--- src/rtl/shift_out_serializer.sv ---
// ---------------------------------------------------------------------------
// shift_out_serializer
//
// Takes each parallel word from the barrel shifter through a valid/ready
// handshake. It then sends the word out as a framed serial bitstream, one bit
// per clock. Back-to-back frames run with no gap: a new word can be taken on
// the last bit cycle of the frame in progress.
//
// Optional build macro:
//   SER_PARITY_EN - adds one even-parity bit after the last data bit, so a
//                   frame is DATA_W+1 bits long. Parity is the XOR of the
//                   accepted word, computed when the word is accepted.
//
// Parameters:
//   DATA_W    width of the parallel word (must be >= 2)
//   LSB_FIRST 0: din[DATA_W-1] goes out first, 1: din[0] goes out first
//
// Ports:
//   clk         system clock, rising edge
//   rst         synchronous active-high reset
//   din         parallel word from the barrel shifter
//   din_valid   din holds a word this cycle
//   din_ready   a word can be accepted this cycle (combinational)
//   sout        serial data bit
//   sout_valid  sout carries a frame bit
//   frame_start high on the first bit cycle of a frame
//   frame_done  high on the last bit cycle of a frame
//   busy        high while a frame is being sent
//
// States:
//   state | meaning
//   IDLE  | no frame in flight, waiting for a word
//   SHIFT | sending a frame; cnt_q counts the bits still to go after this one
// ---------------------------------------------------------------------------
module shift_out_serializer #(
  parameter int DATA_W    = 8,
  parameter int LSB_FIRST = 0
) (
  input  logic              clk,
  input  logic              rst,
  input  logic [DATA_W-1:0] din,
  input  logic              din_valid,
  output logic              din_ready,
  output logic              sout,
  output logic              sout_valid,
  output logic              frame_start,
  output logic              frame_done,
  output logic              busy
);

`ifdef SER_PARITY_EN
  localparam int FRAME_LEN = DATA_W + 1;
`else
  localparam int FRAME_LEN = DATA_W;
`endif
  localparam int CNT_W = $clog2(FRAME_LEN + 1);
  localparam logic [CNT_W-1:0] CNT_LAST = CNT_W'(FRAME_LEN - 1);

  typedef enum logic {
    IDLE  = 1'b0,
    SHIFT = 1'b1
  } state_t;

  state_t            state_q, state_d;
  logic [DATA_W-1:0] shreg_q, shreg_d;
  logic [CNT_W-1:0]  cnt_q, cnt_d;
`ifdef SER_PARITY_EN
  logic              parity_q, parity_d;
`endif

  logic accept;
  logic last_bit;

  assign last_bit  = (state_q == SHIFT) && (cnt_q == '0);
  assign din_ready = !rst && ((state_q == IDLE) || last_bit);
  assign accept    = din_valid && din_ready;

  // State register
  always_ff @(posedge clk) begin
    if (rst) begin
      state_q  <= IDLE;
      shreg_q  <= '0;
      cnt_q    <= '0;
`ifdef SER_PARITY_EN
      parity_q <= 1'b0;
`endif
    end else begin
      state_q  <= state_d;
      shreg_q  <= shreg_d;
      cnt_q    <= cnt_d;
`ifdef SER_PARITY_EN
      parity_q <= parity_d;
`endif
    end
  end

  // Next-state logic
  always_comb begin
    state_d  = state_q;
    shreg_d  = shreg_q;
    cnt_d    = cnt_q;
`ifdef SER_PARITY_EN
    parity_d = parity_q;
`endif
    case (state_q)
      IDLE: begin
        if (accept) begin
          state_d  = SHIFT;
          shreg_d  = din;
          cnt_d    = CNT_LAST;
`ifdef SER_PARITY_EN
          parity_d = ^din;
`endif
        end
      end
      SHIFT: begin
        if (cnt_q == '0) begin
          // Last bit: reload here for a gapless next frame, otherwise go idle.
          if (accept) begin
            shreg_d  = din;
            cnt_d    = CNT_LAST;
`ifdef SER_PARITY_EN
            parity_d = ^din;
`endif
          end else begin
            state_d = IDLE;
          end
        end else begin
          cnt_d = cnt_q - 1'b1;
          if (LSB_FIRST != 0) shreg_d = shreg_q >> 1;
          else                shreg_d = shreg_q << 1;
        end
      end
      default: state_d = IDLE;
    endcase
  end

  // Outputs
  always_comb begin
    sout        = 1'b0;
    sout_valid  = 1'b0;
    frame_start = 1'b0;
    frame_done  = 1'b0;
    busy        = 1'b0;
    if (state_q == SHIFT) begin
      sout_valid  = 1'b1;
      busy        = 1'b1;
      frame_start = (cnt_q == CNT_LAST);
      frame_done  = (cnt_q == '0);
      if (LSB_FIRST != 0) sout = shreg_q[0];
      else                sout = shreg_q[DATA_W-1];
`ifdef SER_PARITY_EN
      // With parity on, the data bits have all been sent by count 0.
      if (cnt_q == '0) sout = parity_q;
`endif
    end
  end

endmodule

--- config.mk ---
export PLATFORM = sky130hd
export DESIGN_NAME = shift_out_serializer
export DESIGN_NICKNAME = d
export VERILOG_FILES = /design/src/rtl/shift_out_serializer.sv
export SDC_FILE = /design/constraint.sdc
export NUM_CORES = 1
export LEC_CHECK = 0
export ABC_AREA = 1
export CAP_MARGIN = 10
export CORE_MARGIN = 2
export CORE_UTILIZATION = 43
export DETAILED_ROUTE_END_ITERATION = 8
export PLACE_DENSITY = 0.77
export SYNTH_ARGS = -nofsm -noshare
export SYNTH_HDL_FRONTEND = slang
export SYNTH_SLANG_ARGS = --single-unit
--- constraint.sdc ---
create_clock -name clk -period 1.32 [get_ports clk]
set_clock_uncertainty 0.1 [all_clocks]
set_input_delay 0.198 -clock clk [delete_from_list [all_inputs] [get_ports clk]]
set_output_delay 0.198 -clock clk [all_outputs]
set_load 0.005 [all_outputs]
# Yosys cells after proc, flatten, opt, wreduce, memory -nomap -nowiden
# Index checks and enable logic that the tools add are counted.
# classes
n_addsub	1
n_mul	0
n_div	0
n_lt_le_gt_ge	0
eq_ne	1
shifts	0
n_mux	13
n_bitwise	1
n_reduce_logical	6
# op_table
op	count
$mux 8	2
$pmux 8 s2	1
$mux 4	2
$pmux 4 s2	1
$mux 1	6
$eq 4x3->1 const B	1
$logic_not 4->1	1
$sub 4x1->4 const B	1
$logic_and 1x1->1	3
$pmux 1 s2	1
$logic_not 1->1	1
$logic_or 1x1->1	1
$not 1->1	1
# totals
reg_bits	13
latchBits	0
ram_bits	0
romBits	0
inputBits	11
output_inout_bits	6
wordCells	25
memories	0

# Longest topological paths before layout
# Gate-level depths: netlist of the first run.
# depth
word_depth	8
mapped_depth	8
ltp_nobuf	8

# Worst setup path after synthesis of the first run
# No wires, ideal clock.
# synth_timing
kind	register to output
start	register cnt_q[0]
end	output port din_ready
t_arrival_ns	1.096
required_time_ns	1.022
setup_slack_ns	-0.074
stages_incl_launch_ff	8
n_path_buf	1
cell_sequence	dfxtp_1 > inv_1 > ha_1 > nand3_4 > nand2_4 > buf_6 > nand2_1 > inv_1
# synth_between
elab_chain_len	4
# synth_rtl
item	line_no	rtl
from (decl)	66	logic [CNT_W-1:0] cnt_q, cnt_d;
from (signal assigned)	90	cnt_q <= cnt_d;
$logic_not 4->1	74	assign last_bit = (state_q == SHIFT) && (cnt_q == '0);
$logic_and 1x1->1	74	
$logic_or 1x1->1	75	assign din_ready = !rst && ((state_q == IDLE) || last_bit);
$logic_and 1x1->1	75	
to (decl)	43	output logic din_ready,
# Every way passes these cells.

# Worst setup path in the final report of the first run
# Ends and elaborated chain as after synthesis.

==> load_flow_metrics.sql, run 1 <==
INSERT INTO impl_metrics (metric_group, metric, value, unit) VALUES
('run_status', 'run_status', 'finished, violations left', ''),
('clock_tree', 'post_cts_hold_buffer_count', '0', ''),
('synth', 'yosysUniqueCellTypes', '16', ''),
('floorplan', 'initial_utilization', '47.0', '%'),
('clock_tree', 'cts_tree', 'built', ''),
('global_route', 'grt_usage', '19.0', '%'),
('placement', 'io_buffer_count', '16', ''),
('sta', 'setup_violations', '9', ''),
('synth', 'synth_fp_nets', '124', ''),
('synth', 'synth_seq_area_share', '35.9', '%'),
('critical_path', 'cp-startpoint', 'cnt_q[0]', ''),
('critical_path', 'startpoint_type', 'flop', ''),
('sta', 'final.period_utilization', '112', '%'),
('sta', 'setup_repair_after_global_routing_missed_its_margin', 'true', ''),
('synth', 'post_synth_instance_area', '724', 'sq um'),
('placement', 'dpl_cell_area', '1000', 'sq um'),
('clock_tree', 'cts_buffers', '3', ''),
('sta', 'finalWorstSetupSlack', '-0.153', 'ns'),
('floorplan', 'io_pins', '17', ''),
('finish', 'final_core_utilization', '71.4', '%'),
('pwr', 'power_leakage', '0.589', 'nW'),
('global_route', 'first_global_vias', '685', ''),
('synth', 'yosysWarnings', '0', ''),
('sta', 'finalHoldViolCount', '0', ''),
('synth', 'synth_flop_cell', 'sky130_fd_sc_hd__dfxtp_1', ''),
('routing', 'routed_wl', '1750', 'um'),
('synth', 'synth_top_cells_by_count', 'sky130_fd_sc_hd__nand2_1 (32), sky130_fd_sc_hd__inv_1 (18), sky130_fd_sc_hd__nor2_1 (14)', ''),
('synth', 'yosys.cell_count.top_type', 'sky130_fd_sc_hd__nand2_1', ''),
('routing', 'post_drt_wl_per_cell', '10.6', 'um'),
('placement', 'dp.cells', '154', ''),
('sta', 'min_tclk_post_route', '1.47', 'ns'),
('clock_tree', 'maximum_count_of_clock_buffers_along_a_single_path', '2', ''),
('sta', 'tightestPinTransition', '0.334', 'ns'),
('run_status', 'violations', 'negative setup slack', ''),
('floorplan', 'die-area', '2030', 'sq um'),
('finish', 'post_route_cells_drive_above_1_share', '30.9', '%'),
('clock_tree', 'clock_sinks', '13', ''),
('synth', 'synth-edff-count', '0', ''),
('routing', 'avgViaCountPerCell', '4.87', ''),
('synth', 'biggest_area_contributors_in_the_synthesized_netlist', 'sky130_fd_sc_hd__dfxtp_1 (36%), sky130_fd_sc_hd__nand2_1 (17%), sky130_fd_sc_hd__inv_1 (9.3%)', ''),
('global_route', 'gr-total-overflow', '0', ''),
('flow_run', 'maxCapViolCount', '0', ''),
('clock_tree', 'clk-insertion-delay-late', '0.27', 'ns'),
('critical_path', 'r2r-start', 'cnt_q[0]', ''),
('pwr', 'vdd_drop_max', '0.666', 'mV'),
('global_route', 'grt_max_degree', '16', ''),
('sta', 'final.hold.worst_slack', '0.348', 'ns'),
('synth', 'synth-async-reset-ratio', '0', '%'),
('synth', 'synthCells', '111', ''),
('clock_tree', 'clock-root-buffer', 'sky130_fd_sc_hd__clkbuf_4', ''),
('global_route', 'grt_pass1_wl', '2770', 'um'),
('synth', 'post-synth-top-area-fraction', '35.9', '%'),
('critical_path', 'worst_ep_arrival_time', '1.17', 'ns'),
('routing', 'dr.first_iter.drc_count', '10', ''),
('floorplan', 'core_region_area', '1540', 'sq um'),
('min_path', 'hold_path_startpoint', 'shreg_q[3]', ''),
('sta', 'relSlewSlack', '77.7', '%'),
('critical_path', 'endpoint_kind', 'output pin', ''),
('routing', 'detail-route-antenna-nets', '0', ''),
('synth', 'post_synth.cell_area_avg', '6.53', 'sq um'),
('floorplan', 'std_cell_rows', '14', ''),
('critical_path', 'timing.critical_path.required', '1.02', 'ns'),
('placement', 'gp_congestion', '0.833', ''),
('floorplan', 'die_width', '45.0', 'um'),
('critical_path', 'crit_type', 'reg2out', ''),
('finish', 'areaGrowthSynthToFinish', '52.0', '%'),
('finish', 'stdcell_area', '1100', 'sq um'),
('finish', 'n_antenna_cell', '0', ''),
('routing', 'detailroute.via_count', '803', ''),
('finish', 'final_net_count', '163', ''),
('min_path', 'hold_path.class', 'reg2reg', '');
## final timing paths
| kind | to | slack [ns] | cells past startpoint |
|---|---|---|---|
| max | din_ready | -0.15 | 7 |
| max reg2reg | shreg_q[6] | -0.12 | 8 |
| min | shreg_q[4] | 0.35 | 2 |
| min reg2reg | shreg_q[4] | 0.35 | 2 |
## timing repair
| item | CTS | global route |
|---|---|---|
| gates resized for setup | 30 | 3 |
| gates cloned | 0 | 0 |
| buffers inserted | 5 | 2 |
| endpoints found under the setup margin | 17 | 17 |
| pin swaps | 6 | 2 |
## final cells by class
class	count	area, sq um
clock buffers	4	26.3
fillers	132	440
inverters	20	75.1
multi-input cells	73	393
flip-flops and latches	13	267
well taps	16	20.0
repair buffers	39	320
## routing by layer
layer | global-route usage (%) | share of wire, % | vias up
met5 | 0 | 0 | -
met2 | 31.7 | 49 | 23
li1 | - | - | 413
met3 | 4.40 | 5.4 | 4
met4 | 11.8 | 2.1 | 0
met1 | 21.6 | 43 | 363
## placed cells by master (no fill, tap or decap), types with 3 or more instances in the layout
cell type / netlist / layout
sky130_fd_sc_hd__a21oi_1: 6 / 6
sky130_fd_sc_hd__buf_2: 3 / 3
sky130_fd_sc_hd__buf_4: 1 / 21
sky130_fd_sc_hd__clkbuf_4: 0 / 3
sky130_fd_sc_hd__clkdlybuf4s50_1: 0 / 10
sky130_fd_sc_hd__dfxtp_1: 13 / 10
sky130_fd_sc_hd__inv_1: 18 / 14
sky130_fd_sc_hd__inv_2: 2 / 6
sky130_fd_sc_hd__nand2_1: 32 / 31
sky130_fd_sc_hd__nand3_1: 7 / 6
sky130_fd_sc_hd__nor2_1: 14 / 14
sky130_fd_sc_hd__o211ai_1: 4 / 4
sky130_fd_sc_hd__o21ai_0: 5 / 5
## worst max-delay path: stages, from the launching register on
cell and delay (ns):
sky130_fd_sc_hd__dfxtp_2 0.34, sky130_fd_sc_hd__inv_2 0.07, sky130_fd_sc_hd__ha_4 0.15, sky130_fd_sc_hd__nand3_4 0.08, sky130_fd_sc_hd__nand2_4 0.08, sky130_fd_sc_hd__nand2_4 0.05
sky130_fd_sc_hd__inv_2 0.04, sky130_fd_sc_hd__buf_2 0.09
## flip-flops by register name, summed over array words and instances, names as in the netlist
| name | flops |
|---|---|
| state_q | 1 |
| cnt_q | 4 |
| shreg_q | 8 |
## cell families after synthesis
kind of cell / Yosys count / share of synthesized area (%)
AO/OA/AOI/OAI: 16 / 13.0
adder cells (fa/ha/maj): 2 / 3.45
buffers and inverters: 25 / 15.0
flip-flops: 13 / 35.9
AND/OR/NAND/NOR: 55 / 32.6
## power breakdown
group	leakage, nW	internal [W]	switching, W
clock network	0.0150	0.000117	0.000127
logic	0.465	0.000224	0.000201
registers	0.109	0.000437	0.0000226
## metrics by stage
step                      setup WS (ns)  total power [W]  TNS [ns]
final                            -0.153          0.00113    -0.638
after floorplan                  0.0163         0.000675         0
after global routing             -0.233          0.00121     -1.67
after CTS                        -0.164          0.00112    -0.576
after global placement           -0.317         0.000820     -1.63
after detailed placement         -0.357         0.000833     -1.87
Note: power is estimated with default switching activity, not from simulation.
==> inputs of run 2 (changes only) <==
--- a/config.mk
+++ b/config.mk
@@ -9,6 +9,7 @@
 export CAP_MARGIN = 10
 export CORE_MARGIN = 2
 export CORE_UTILIZATION = 43
+export CTS_CLUSTER_DIAMETER = 150
 export DETAILED_ROUTE_END_ITERATION = 8
 export PLACE_DENSITY = 0.77
 export SYNTH_ARGS = -nofsm -noshare
==> results of run 2 <==
Final layout, timing and power as in run 1 (identical DEF).
